File: src/rtl/arm_pkg.sv
// arm_pkg: shared fetch-path widths, constants and the queued entry type
package arm_pkg;
  localparam int WORD_W = 32;
  localparam logic [WORD_W-1:0] PC_INC = 32'd4;
  localparam logic [WORD_W-1:0] RESET_VECTOR = 32'h0000_0000;
  typedef struct packed {
    logic [WORD_W-1:0] pc;
    logic [WORD_W-1:0] instr;
  } fetch_entry_t;
endpackage

File: src/rtl/fetch_fifo.sv
// fetch_fifo: power-of-two circular buffer of fetch entries; flush beats push and pop
module fetch_fifo
  import arm_pkg::*;
#(
  parameter int DEPTH = 4
) (
  input  logic                    clk,
  input  logic                    rst,
  input  logic                    push,
  input  logic                    pop,
  input  logic                    flush,
  input  fetch_entry_t            din,
  output fetch_entry_t            dout,
  output logic                    full,
  output logic                    empty,
  output logic [$clog2(DEPTH):0]  count
);
  localparam int AW = $clog2(DEPTH);
  fetch_entry_t mem [DEPTH];
  logic [AW-1:0] rd_ptr, wr_ptr;
  assign full = count == (AW+1)'(DEPTH);
  assign empty = count == '0;
  assign dout = mem[rd_ptr];
  always_ff @(posedge clk or negedge rst)
    if (!rst) begin
      rd_ptr <= '0;
      wr_ptr <= '0;
      count <= '0;
    end else if (flush) begin
      rd_ptr <= '0;
      wr_ptr <= '0;
      count <= '0;
    end else begin
      if (push) wr_ptr <= wr_ptr + 1'b1;
      if (pop) rd_ptr <= rd_ptr + 1'b1;
      count <= count + (AW+1)'(push) - (AW+1)'(pop);
    end
  always_ff @(posedge clk)
    if (push & ~flush) mem[wr_ptr] <= din;
endmodule

File: src/rtl/if_prefetch_queue.sv
// if_prefetch_queue: PC owner, single-outstanding imem fetcher and prefetch FIFO feeding IF_stage_reg
// Optional PREFETCH_STATS_EN adds saturating drop / empty-cycle counters.
module if_prefetch_queue
  import arm_pkg::*;
#(
  parameter int                DEPTH    = 4,
  parameter logic [WORD_W-1:0] RESET_PC = RESET_VECTOR
) (
  input  logic              clk,
  input  logic              rst,
  input  logic              freeze,
  input  logic              branch_taken,
  input  logic [WORD_W-1:0] branch_address,
  output logic              imem_req,
  output logic [WORD_W-1:0] imem_addr,
  input  logic              imem_ack,
  input  logic [WORD_W-1:0] imem_rdata,
  output logic              out_valid,
  output logic [WORD_W-1:0] pc_out,
`ifdef PREFETCH_STATS_EN
  output logic [WORD_W-1:0] instruction_out,
  output logic [15:0]       stat_drop_count,
  output logic [15:0]       stat_empty_cycles
`else
  output logic [WORD_W-1:0] instruction_out
`endif
);
  localparam int CW = $clog2(DEPTH) + 1;
  logic [WORD_W-1:0] fetch_pc, fetch_pc_nx, addr_nx;
  logic ack, push, pop, issue, full, empty, drop, drop_nx, req_nx;
  logic [CW-1:0] count, count_nx;
  fetch_entry_t head;
  assign ack = imem_req & imem_ack;
  assign push = ack & ~drop & ~branch_taken;
  assign pop = ~empty & ~freeze & ~branch_taken;
  assign count_nx = count + CW'(push) - CW'(pop);
  // a completing fetch may hand straight over to the next one if its slot is free
  assign issue = ~branch_taken & (imem_req ? ack & (count_nx < CW'(DEPTH)) : ~full);
  always_comb begin
    fetch_pc_nx = branch_taken ? branch_address : push ? imem_addr + PC_INC : fetch_pc;
    req_nx = (imem_req & ~imem_ack) | issue;
    drop_nx = branch_taken ? imem_req & ~imem_ack : drop & ~ack;
    addr_nx = issue ? fetch_pc_nx : imem_addr;
  end
  always_ff @(posedge clk or negedge rst)
    if (!rst) begin
      fetch_pc <= RESET_PC;
      imem_req <= 1'b0;
      imem_addr <= RESET_PC;
      drop <= 1'b0;
    end else begin
      fetch_pc <= fetch_pc_nx;
      imem_req <= req_nx;
      imem_addr <= addr_nx;
      drop <= drop_nx;
    end
  fetch_fifo #(.DEPTH(DEPTH)) u_fifo (
    .clk(clk), .rst(rst), .push(push), .pop(pop), .flush(branch_taken),
    .din(fetch_entry_t'({imem_addr + PC_INC, imem_rdata})),
    .dout(head), .full(full), .empty(empty), .count(count)
  );
  assign out_valid = ~empty;
  assign pc_out = empty ? '0 : head.pc;
  assign instruction_out = empty ? '0 : head.instr;
`ifdef PREFETCH_STATS_EN
  always_ff @(posedge clk or negedge rst)
    if (!rst) begin
      stat_drop_count <= '0;
      stat_empty_cycles <= '0;
    end else begin
      if (ack & (drop | branch_taken) & ~&stat_drop_count) stat_drop_count <= stat_drop_count + 16'd1;
      if (empty & ~&stat_empty_cycles) stat_empty_cycles <= stat_empty_cycles + 16'd1;
    end
`endif
endmodule

File: config.mk
export PLATFORM = sky130hd
export DESIGN_NAME = if_prefetch_queue
export DESIGN_NICKNAME = d
export VERILOG_FILES = /design/src/rtl/arm_pkg.sv /design/src/rtl/fetch_fifo.sv /design/src/rtl/if_prefetch_queue.sv
export SDC_FILE = /design/constraint.sdc
export NUM_CORES = 1
export LEC_CHECK = 0
export ABC_AREA = 1
export CORE_MARGIN = 3
export CORE_UTILIZATION = 40
export DETAILED_ROUTE_END_ITERATION = 6
export GPL_TIMING_DRIVEN = 0
export SETUP_SLACK_MARGIN = 0.1
export SLEW_MARGIN = 20
export SYNTH_ARGS = -nofsm -noshare
export SYNTH_HDL_FRONTEND = slang
export SYNTH_SLANG_ARGS = --single-unit
File: constraint.sdc
create_clock -name clk -period 4 [get_ports clk]
set_input_delay 1 -clock clk [delete_from_list [all_inputs] [get_ports clk]]
set_output_delay 1 -clock clk [all_outputs]
set_load 0.03 [all_outputs]
== After elaboration in Yosys (flattened, before gate mapping) ==
Memory sizes are Yosys's and may differ from the RTL's.
Cells that the tools add are included.

* Flip-flop bits (word level): 73
* RAM bits: 256
* Output and inout port bits: 98
* Memories kept: 1

{| class="wikitable"
|+ Memories
! memory !! words !! width !! rd ports !! clocked after Yosys merged registers in !! write ports !! RTL line !! RTL
|-
| u_fifo.mem || 4 || 64 || 1 || 0 || 1 || fetch_fifo.sv:19 || <nowiki>fetch_entry_t mem [DEPTH];</nowiki>
|}

* $add $sub $neg: 5
* $lt $le $gt $ge: 1
* Equal/unequal tests: 1
* Multiplexer cells: 13
* Bitwise operators: 18
* Reduce and logical (&&, ||, !) cells: 3

{| class="wikitable"
|+ Operators with widths
! cell !! count
|-
| 32-bit two-way mux || 4
|-
| 32-bit by 3-bit adder with 32-bit output (second input constant) || 1
|-
| 1-bit AND || 10
|-
| 2-bit two-way mux || 4
|-
| 1-bit NOT || 7
|-
| 2-bit by 1-bit adder with 2-bit output (second input constant) || 2
|-
| 1-bit two-way mux || 4
|-
| 2-bit nonzero test || 2
|-
| 3-bit by 1-bit adder with 3-bit output || 1
|-
| 3-bit equality test (second input constant) || 1
|-
| 3-bit logical NOT || 1
|-
| 3-bit less-than comparator (second input constant) || 1
|-
| 3-bit two-way mux || 1
|-
| 3-bit by 1-bit subtractor with 3-bit output || 1
|-
| 1-bit OR || 1
|}

== Depth between registers and ports, before layout ==
Gate-level depths: netlist (run 1).

* Depth after elaboration: 10
* Depth in mapped cells: 20

== By module ==
Synthesis (run 1) repeated with hierarchy kept, for this count alone.

* Cell total of the unflattened synthesis: 1518
* Area total of the unflattened synthesis: 15119.5 um^2

{| class="wikitable"
|+ By module, submodules not included
! module !! instances !! cells each !! area each (um^2)
|-
| fetch_fifo || 1 || 801 || 10656.5
|-
| if_prefetch_queue || 1 || 717 || 4463.0
|}

== Least setup slack after synthesis (run 1) ==
OpenSTA, ideal clock, no wires.

* Path type: input port to flip-flop
* From: in imem_ack
* To: mem u_fifo.mem[0][0] (netlist bit), enable pin
* Setup time: 0.486 ns
* Arrival: 4.219 ns
* Required time: 3.514 ns
* Path slack: -0.705 ns
* Stages on the path: 6
* Cell sequence: nand2_1 -> nor2_1 -> inv_1 -> nor2_2 -> inv_1 -> nor2_1

* Longest elaborated chain between the ends: 6

{| class="wikitable"
|+ RTL lines
! element !! RTL line !! RTL
|-
| start, declared || if_prefetch_queue.sv:16 || <nowiki>input logic imem_ack,</nowiki>
|-
| 1-bit AND || if_prefetch_queue.sv:33 || <nowiki>assign ack = imem_req & imem_ack;</nowiki>
|-
| 1-bit AND (2 in series) || if_prefetch_queue.sv:34 || <nowiki>assign push = ack & ~drop & ~branch_taken;</nowiki>
|-
| 1-bit AND || fetch_fifo.sv:39 || <nowiki>if (push & ~flush) mem[wr_ptr] <= din;</nowiki>
|-
| 1-bit two-way mux || fetch_fifo.sv:39 ||
|-
| 1-bit two-way mux (not written as such) || fetch_fifo.sv:39 ||
|-
| end, declared || fetch_fifo.sv:19 ||
|}

Every way passes these cells.

== Worst setup path in the final report (run 1) ==
* From: reg u_fifo.rd_ptr[0]
* To: out instruction_out[19]

* Longest elaborated chain between the ends: 2

{| class="wikitable"
|+ RTL lines
! element !! RTL line !! RTL
|-
| start, declared || fetch_fifo.sv:20 || <nowiki>logic [AW-1:0] rd_ptr, wr_ptr;</nowiki>
|-
| start signal, assigned || fetch_fifo.sv:35 || <nowiki>if (pop) rd_ptr <= rd_ptr + 1'b1;</nowiki>
|-
| memory 4 x 64 bit || -- ||
|-
| 32-bit two-way mux || if_prefetch_queue.sv:64 || <nowiki>assign instruction_out = empty ? '0 : head.instr;</nowiki>
|-
| end, declared || if_prefetch_queue.sv:25 || <nowiki>output logic [WORD_W-1:0] instruction_out</nowiki>
|}

Every way passes these cells.

==> metrics.txt, run 1 <==
most frequent cells in the layout=sky130_fd_sc_hd__nor2_1 (289), sky130_fd_sc_hd__edfxtp_1 (256), sky130_fd_sc_hd__nand2_1 (244), sky130_fd_sc_hd__clkdlybuf4s50_1 (146), sky130_fd_sc_hd__o21ai_0 (132); required time of the critical path=3000 ps; Total Negative Setup Slacks=0 ps; number of placed I/O pins=167; pre-CTS worst setup slack=-405 ps; count of yosys warnings during synthesis=0; sequential element share of the synthesized area=67.8%; starting density of the core=41.2%; setup repair bufs after CTS=0; Post-Synth Simple-Gate Area=17.7%; worst-path fanout max=10; maximum capacitance violations=0; final count of hold timing violations=0; weighted congestion at the end of routability-driven global placement=0.916; classification of the worst-slack hold path=flip-flop to flip-flop; total detailed-routing wirelength=36900 µm; Post-layout nets=1597; DR DRC count=0; Gate Count Post-Synth=1304; clock-pin slew reported for the worst setup and hold paths after clock tree synthesis=60 ps; period utilization=95.2%; Least-Margin Pin Slew=625 ps; dominant combinational cell family by area after synthesis=simple AND/OR/NAND/NOR gates; Post-CTS Hold Buffers=0; status=complete, no violations; category of the critical setup timing path=flip-flop to output pin; fraction of the mapped netlist area in compound gates=8.48%; post-route setup slack=193 ps; EDFF count, synth=256; min Tclk post-route=3810 ps; count of filler cells inserted in the layout=2980; aggregate global routing overflow=0; Die Y-Extent=193 µm; number of synthesized register bits=329; Std-Cell Core Area=34000 µm²; number of standard-cell rows in the floorplan=67; layout-stage area growth over the synthesis result=27.4%; Relative slew margins=58.4%; buffers from clock root to sink, at most=3; mux contribution to synthesized area=0%; number of iterations in the first detailed-routing pass=4; leading cell type in the layout, fill and taps excluded=sky130_fd_sc_hd__nor2_1; sink count of the clock tree=329; Setup Viol. Count Final=0; layout cell share with drive strength beyond 1=10.6%; clock tree from TritonCTS=done; global-route usage over all layers=19.4%; largest net degree at the start of global routing=48; DRC violation total after the first TritonRoute iteration=681; global-route wire length before repair=57700 µm; average size of a mapped cell=10.8 µm²; Vias=9961; hold_sp=fetch_pc[7]; CTS Buf Count=37; overall die area=37400 µm²; adder-cell area share of the yosys netlist=0.766%; vias per inst=4.99; number of non-filler instances in the completed layout=1997; peak supply drop=0.440 mV; antenna diode instance count=0; Hold Worst Slack=497 ps; RSZ-0062 raised after global routing=yes; library cells used by synthesis=29; die span in x=193 µm; source of the critical timing path=u_fifo.rd_ptr[0]; number of antenna violations at the first check in global routing=0; dpl cells=1931; mapped cell area=14000 µm²; maximum clock frequency=263 MHz; count of input and output buffers=166; average routed wire per standard cell=18.5 µm; Util after Layout=52.5%; endpoint class of the critical path=output pin; Leak Pwr=0.00714 µW; later-pin clock latency in the skew report=510 ps; Synth Net Count=1381; share of synthesized registers carrying an async set or reset=22.2%; clock tree root driver cell=sky130_fd_sc_hd__clkbuf_16; startpoint of the lowest-slack register-to-register path=u_fifo.count[1]; type of origin of the critical path=flip-flop; Slew Viols, Final=0; final clock skew=10.7 ps; most common flop cell mapped by yosys=sky130_fd_sc_hd__edfxtp_1; vias in the first global route=10.2k; hpwl dp=25300 µm; H-tree lvl count=2; post-route ant nets=0; crit path DAT=2810 ps; Post-Synth XOR/XNOR Area=1.49%; total power divided by cell area=702 nW/µm²
==> report_power, final <==
part / total (µW) / switching, µW / internal (µW) / leakage, µW
clock: 3400 / 1320 / 2080 / 0.000610
sequential: 4600 / 369 / 4230 / 0.00324
combinational: 4540 / 3000 / 1540 / 0.00329
==> per-stage QoR <==
stage,total power [µW],instance area (µm²)
final,12500,17900
after global routing,13200,17900
after CTS,12600,17800
after detailed placement,9230,16600
after global placement,9150,16300
after floorplan,7190,14000
==> cells by family after synthesis <==
kind of cell             after synthesis
flip-flops                           329
buffers and inverters                128
AO/OA/AOI/OAI                        221
AND/OR/NAND/NOR                      601
adder cells (fa/ha/maj)                8
XOR/XNOR                              17
==> sequential cells by signal, summed over array words and instances (netlist names) <==
| name | cells |
|---|---|
| u_fifo.count | 3 |
| u_fifo.rd_ptr | 2 |
| u_fifo.wr_ptr | 2 |
| imem_req | 1 |
| imem_addr | 32 |
| fetch_pc | 32 |
| u_fifo.mem | 256 |
| drop | 1 |
==> path summary, 6_finish.rpt <==
check / endpoint / slack (ps) / cells after the start
worst max-delay path: instruction_out[19] / 190 / 6
worst min-delay path: fetch_pc[7] / 500 / 2
worst max register to register: imem_addr[3] / 920 / 19
worst min register to register: fetch_pc[7] / 500 / 2
max in group asynchronous: imem_addr[0] / 2910 / 2
min in group asynchronous: fetch_pc[21] / 510 / 1
==> critical path, stage by stage, from the launching register on <==
cell and delay, ps:
sky130_fd_sc_hd__dfrtp_1 430, sky130_fd_sc_hd__inv_2 80, sky130_fd_sc_hd__buf_2 240, sky130_fd_sc_hd__buf_1 430
sky130_fd_sc_hd__o21ai_0 170, sky130_fd_sc_hd__a21oi_1 230, sky130_fd_sc_hd__clkdlybuf4s50_1 710
==> timing repair <==
action / CTS / global route
gates resized for setup: 19 / 35
endpoints found under the setup margin: 64 / 77
hold endpoints to repair: 0 / 0
==> per-layer routing <==
layer  wire (µm)  track usage, %  part of all wire (%)
met1       17100            27.7                    46
met2       17200            31.5                    47
met3        1890            2.94                   5.1
met4         720            4.88                   2.0
met5           0               0                     0
==> synthesized netlist by cell type (5+ instances only) <==
cell / number / area [µm²]
sky130_fd_sc_hd__a21oi_1: 66 / 330
sky130_fd_sc_hd__a22o_1: 21 / 184
sky130_fd_sc_hd__and2_1: 5 / 31.3
sky130_fd_sc_hd__buf_1: 13 / 48.8
sky130_fd_sc_hd__buf_2: 20 / 100
sky130_fd_sc_hd__clkbuf_1: 29 / 109
sky130_fd_sc_hd__dfrtp_1: 73 / 1830
sky130_fd_sc_hd__edfxtp_1: 256 / 7690
sky130_fd_sc_hd__ha_1: 7 / 87.6
sky130_fd_sc_hd__inv_1: 57 / 214
sky130_fd_sc_hd__nand2_1: 244 / 916
sky130_fd_sc_hd__nand2_2: 13 / 81.3
sky130_fd_sc_hd__nand3_1: 21 / 105
sky130_fd_sc_hd__nand3b_1: 6 / 45.0
sky130_fd_sc_hd__nor2_1: 293 / 1100
sky130_fd_sc_hd__nor2_2: 6 / 37.5
sky130_fd_sc_hd__nor2_4: 7 / 78.8
sky130_fd_sc_hd__o21ai_0: 132 / 661
sky130_fd_sc_hd__xor2_1: 5 / 43.8
sky130_fd_sc_hd__xor2_2: 8 / 130
==> final cells by class <==
type                    count  area [µm²]  area share, %
flip-flops and latches    329        9510           53.2
multi-input cells         847        4030           22.5
repair buffers            179        1990           11.1
clock buffers              48        1030           5.76
well taps                 448         561           3.13
plain buffers              65         329           1.84
inverters                  61         229           1.28
clock inverters            20         201           1.13
(Power assumes the default switching activity.)
==> run 2: changes to the inputs <==
Settings changed: SKIP_CTS_REPAIR_TIMING from default to 1.
Clock period 4 ns to 3.85 ns, I/O delays scaled along.
==> run 2 against run 1 <==
Compared with the run above: global-route usage did not move; first-iteration DRC count grew 0.29%; die area unchanged; clock skew decreased by 1.1 ps; largest cell class unchanged; count of clock-buffer cells in the layout stayed put; largest power group unchanged; via count is 0.10% higher; sequential share of layout area down 0.41 points; routed wire length hardly changed; utilization increased by 0.41 points.
==> metrics.txt, run 2 (synthesized netlist as in run 1, its figures left out) <==
status=complete, no violations (unchanged); crit path DAT=2680 ps (was 2810 ps); count of filler cells inserted in the layout=2969 (was 2980); count of input and output buffers=166 (unchanged); ordered list of cells on the worst path=clkbuf_2, buf_2, nor2_1, nor2_1, o21ai_0, a21oi_1, clkdlybuf4s50_1 (was inv_2, buf_2, buf_1, o21ai_0, a21oi_1, clkdlybuf4s50_1); register area=9510 µm² (unchanged); number of placed I/O pins=167 (unchanged); period utilization=94.7%; largest net degree at the start of global routing=48 (unchanged); min Tclk post-route=3650 ps; later-pin clock latency in the skew report=510 ps (about the same); Std-Cell Core Area=34000 µm² (unchanged); max FFs per register=256 (unchanged); fraction of power consumed by the clock network=27.1% (about the same); Util after Layout=52.9% (was 52.5%); sink count of the clock tree=329 (unchanged); startpoint of the lowest-slack register-to-register path=u_fifo.count[1] (unchanged); reported net switching power=4870 µW (was 4700 µW); endpoint class of the critical path=output pin (unchanged); maximum cell stage delay along the critical path=690 ps (was 710 ps); buffers from clock root to sink, at most=3 (unchanged); Die Y-Extent=193 µm (unchanged); required time of the critical path=2890 ps (was 3000 ps); starting density of the core=41.2% (unchanged); Post-layout nets=1598 (was 1597); clock tree from TritonCTS=done (unchanged); maximum clock frequency=274 MHz; overall die area=37400 µm² (unchanged); antenna diode instance count=0 (unchanged); RSZ-0062 raised after global routing=no (was yes); average routed wire per standard cell=18.5 µm (about the same); dominant cell type by count on the critical path=sky130_fd_sc_hd__nor2_1; final clock skew=9.58 ps (was 10.7 ps); layout-stage area growth over the synthesis result=28.4% (was 27.4%); type of origin of the critical path=flip-flop (unchanged); post-route ant nets=0 (unchanged); number of iterations in the first detailed-routing pass=5 (was 4); finished layout cell area=18000 µm² (was 17900 µm²); total detailed-routing wirelength=36900 µm (about the same); category of the critical setup timing path=flip-flop to output pin (unchanged); clock-pin slew reported for the worst setup and hold paths after clock tree synthesis=60 ps (about the same); total power divided by cell area=723 nW/µm² (was 702 nW/µm²); portion of total power attributed to sequential cells=36.7% (about the same); Vias=9971 (was 9961); slowest cell on the critical path=sky130_fd_sc_hd__clkdlybuf4s50_1 (unchanged); clock tree root driver cell=sky130_fd_sc_hd__clkbuf_16 (unchanged); dpl cells=1931 (unchanged); global-route usage over all layers=19.4% (unchanged); worst-path fanout max=10 (unchanged); Total Negative Setup Slacks=0 ps (unchanged); Internal Power=8150 µW (was 7850 µW); final count of hold timing violations=0 (unchanged); classification of the worst-slack hold path=input pin to async pin (was flip-flop to flip-flop); area used by multi-input combinational logic=4030 µm² (unchanged); vias in the first global route=10.2k (about the same); die span in x=193 µm (unchanged); Setup Viol. Count Final=0 (unchanged); switching part of the total=37.4% (about the same); global-route wire length before repair=57700 µm (about the same); Slew Viols, Final=0 (unchanged); routed metal-1 wirelength=17200 µm (was 17100 µm); top sig layer=met4 (unchanged); Least-Margin Pin Slew=625 ps (about the same); number of standard-cell rows in the floorplan=67 (unchanged); DRC violation total after the first TritonRoute iteration=683 (was 681); Relative slew margins=58.3% (was 58.4%); Hold Worst Slack=468 ps (was 497 ps); registers with the most flip-flops=u_fifo.mem: 256 flops, fetch_pc: 32 flops, imem_addr: 32 flops (unchanged); layout cell share with drive strength beyond 1=11.2% (was 10.6%); vias per inst=4.99 (about the same); peak supply drop=0.458 mV (was 0.440 mV); weighted congestion at the end of routability-driven global placement=0.916 (unchanged); routed wire length on met2=17200 µm (about the same); hpwl dp=25300 µm (unchanged); number of antenna violations at the first check in global routing=0 (unchanged); maximum capacitance violations=0 (unchanged); most frequent cells in the layout=sky130_fd_sc_hd__nor2_1 (289), sky130_fd_sc_hd__edfxtp_1 (256), sky130_fd_sc_hd__nand2_1 (244), sky130_fd_sc_hd__o21ai_0 (132), sky130_fd_sc_hd__clkdlybuf4s50_1 (107) (was sky130_fd_sc_hd__nor2_1 (289), sky130_fd_sc_hd__edfxtp_1 (256), sky130_fd_sc_hd__nand2_1 (244), sky130_fd_sc_hd__clkdlybuf4s50_1 (146), sky130_fd_sc_hd__o21ai_0 (132)); number of non-filler instances in the completed layout=1998 (was 1997); aggregate global routing overflow=0 (unchanged); routed wl met3=1820 µm (was 1890 µm); largest reg by FF count=u_fifo.mem (unchanged); source of the critical timing path=u_fifo.rd_ptr[0] (unchanged); DR DRC count=0 (unchanged); Leak Pwr=0.00785 µW (was 0.00714 µW); leading cell type in the layout, fill and taps excluded=sky130_fd_sc_hd__nor2_1 (unchanged); Comb pwr share=36.1% (was 36.2%); area of placed instances=16600 µm² (unchanged); H-tree lvl count=2 (unchanged); CTS Buf Count=37 (unchanged)
-- run 2: per-layer routing --
layer,up-vias,track usage (%)
met4,0,4.85
met1,4826,27.7
met3,48,2.94
met5,-,0
li1,4822,-
met2,275,31.5
-- run 2: layout make-up --
class                      count  area share (%)
clock buffer                  48            5.71
clock inverter                20            1.12
tap                          448            3.11
timing repair buffer         179            11.7
multi-input combinational    847            22.4
sequential                   329            52.8
buffer                        66            1.96
inverter                      61            1.27
-- run 2: power by group through the flow --
stage	combinational [µW]	clock, µW	sequential [µW]
final	4710	3540	4780
after global routing	5100	3760	4830
after CTS	4760	3610	4780
after detailed placement	4740	0	4840
after global placement	4640	0	4860
after floorplan	2460	0	5010
-- run 2: worst paths after layout --
| kind | end | slack [ps] | cells after the start |
|---|---|---|---|
| max in group asynchronous | imem_addr[0] | 2800 | 2 |
| worst max register to register | imem_addr[18] | 770 | 19 |
| worst min register to register | fetch_pc[7] | 500 | 2 |
| min in group clk | fetch_pc[7] | 500 | 2 |
| worst min-delay path | fetch_pc[21] | 470 | 1 |
| worst max-delay path | pc_out[18] | 200 | 7 |
-- run 2: per-stage QoR --
stage                     setup slack, ps  total power (µW)
after floorplan                      -818              7470
after global placement              -3700              9510
after detailed placement             -518              9580
after CTS                            -453             13100
after global routing                  100             13700
final                                 203             13000
-- run 2: critical path: cells and delay by family, from the launching register on --
family	cells	cell delay (ps)
AO/OA/AOI/OAI	2	260
flip-flops	1	430
buffers and inverters	3	1290
AND/OR/NAND/NOR	2	200
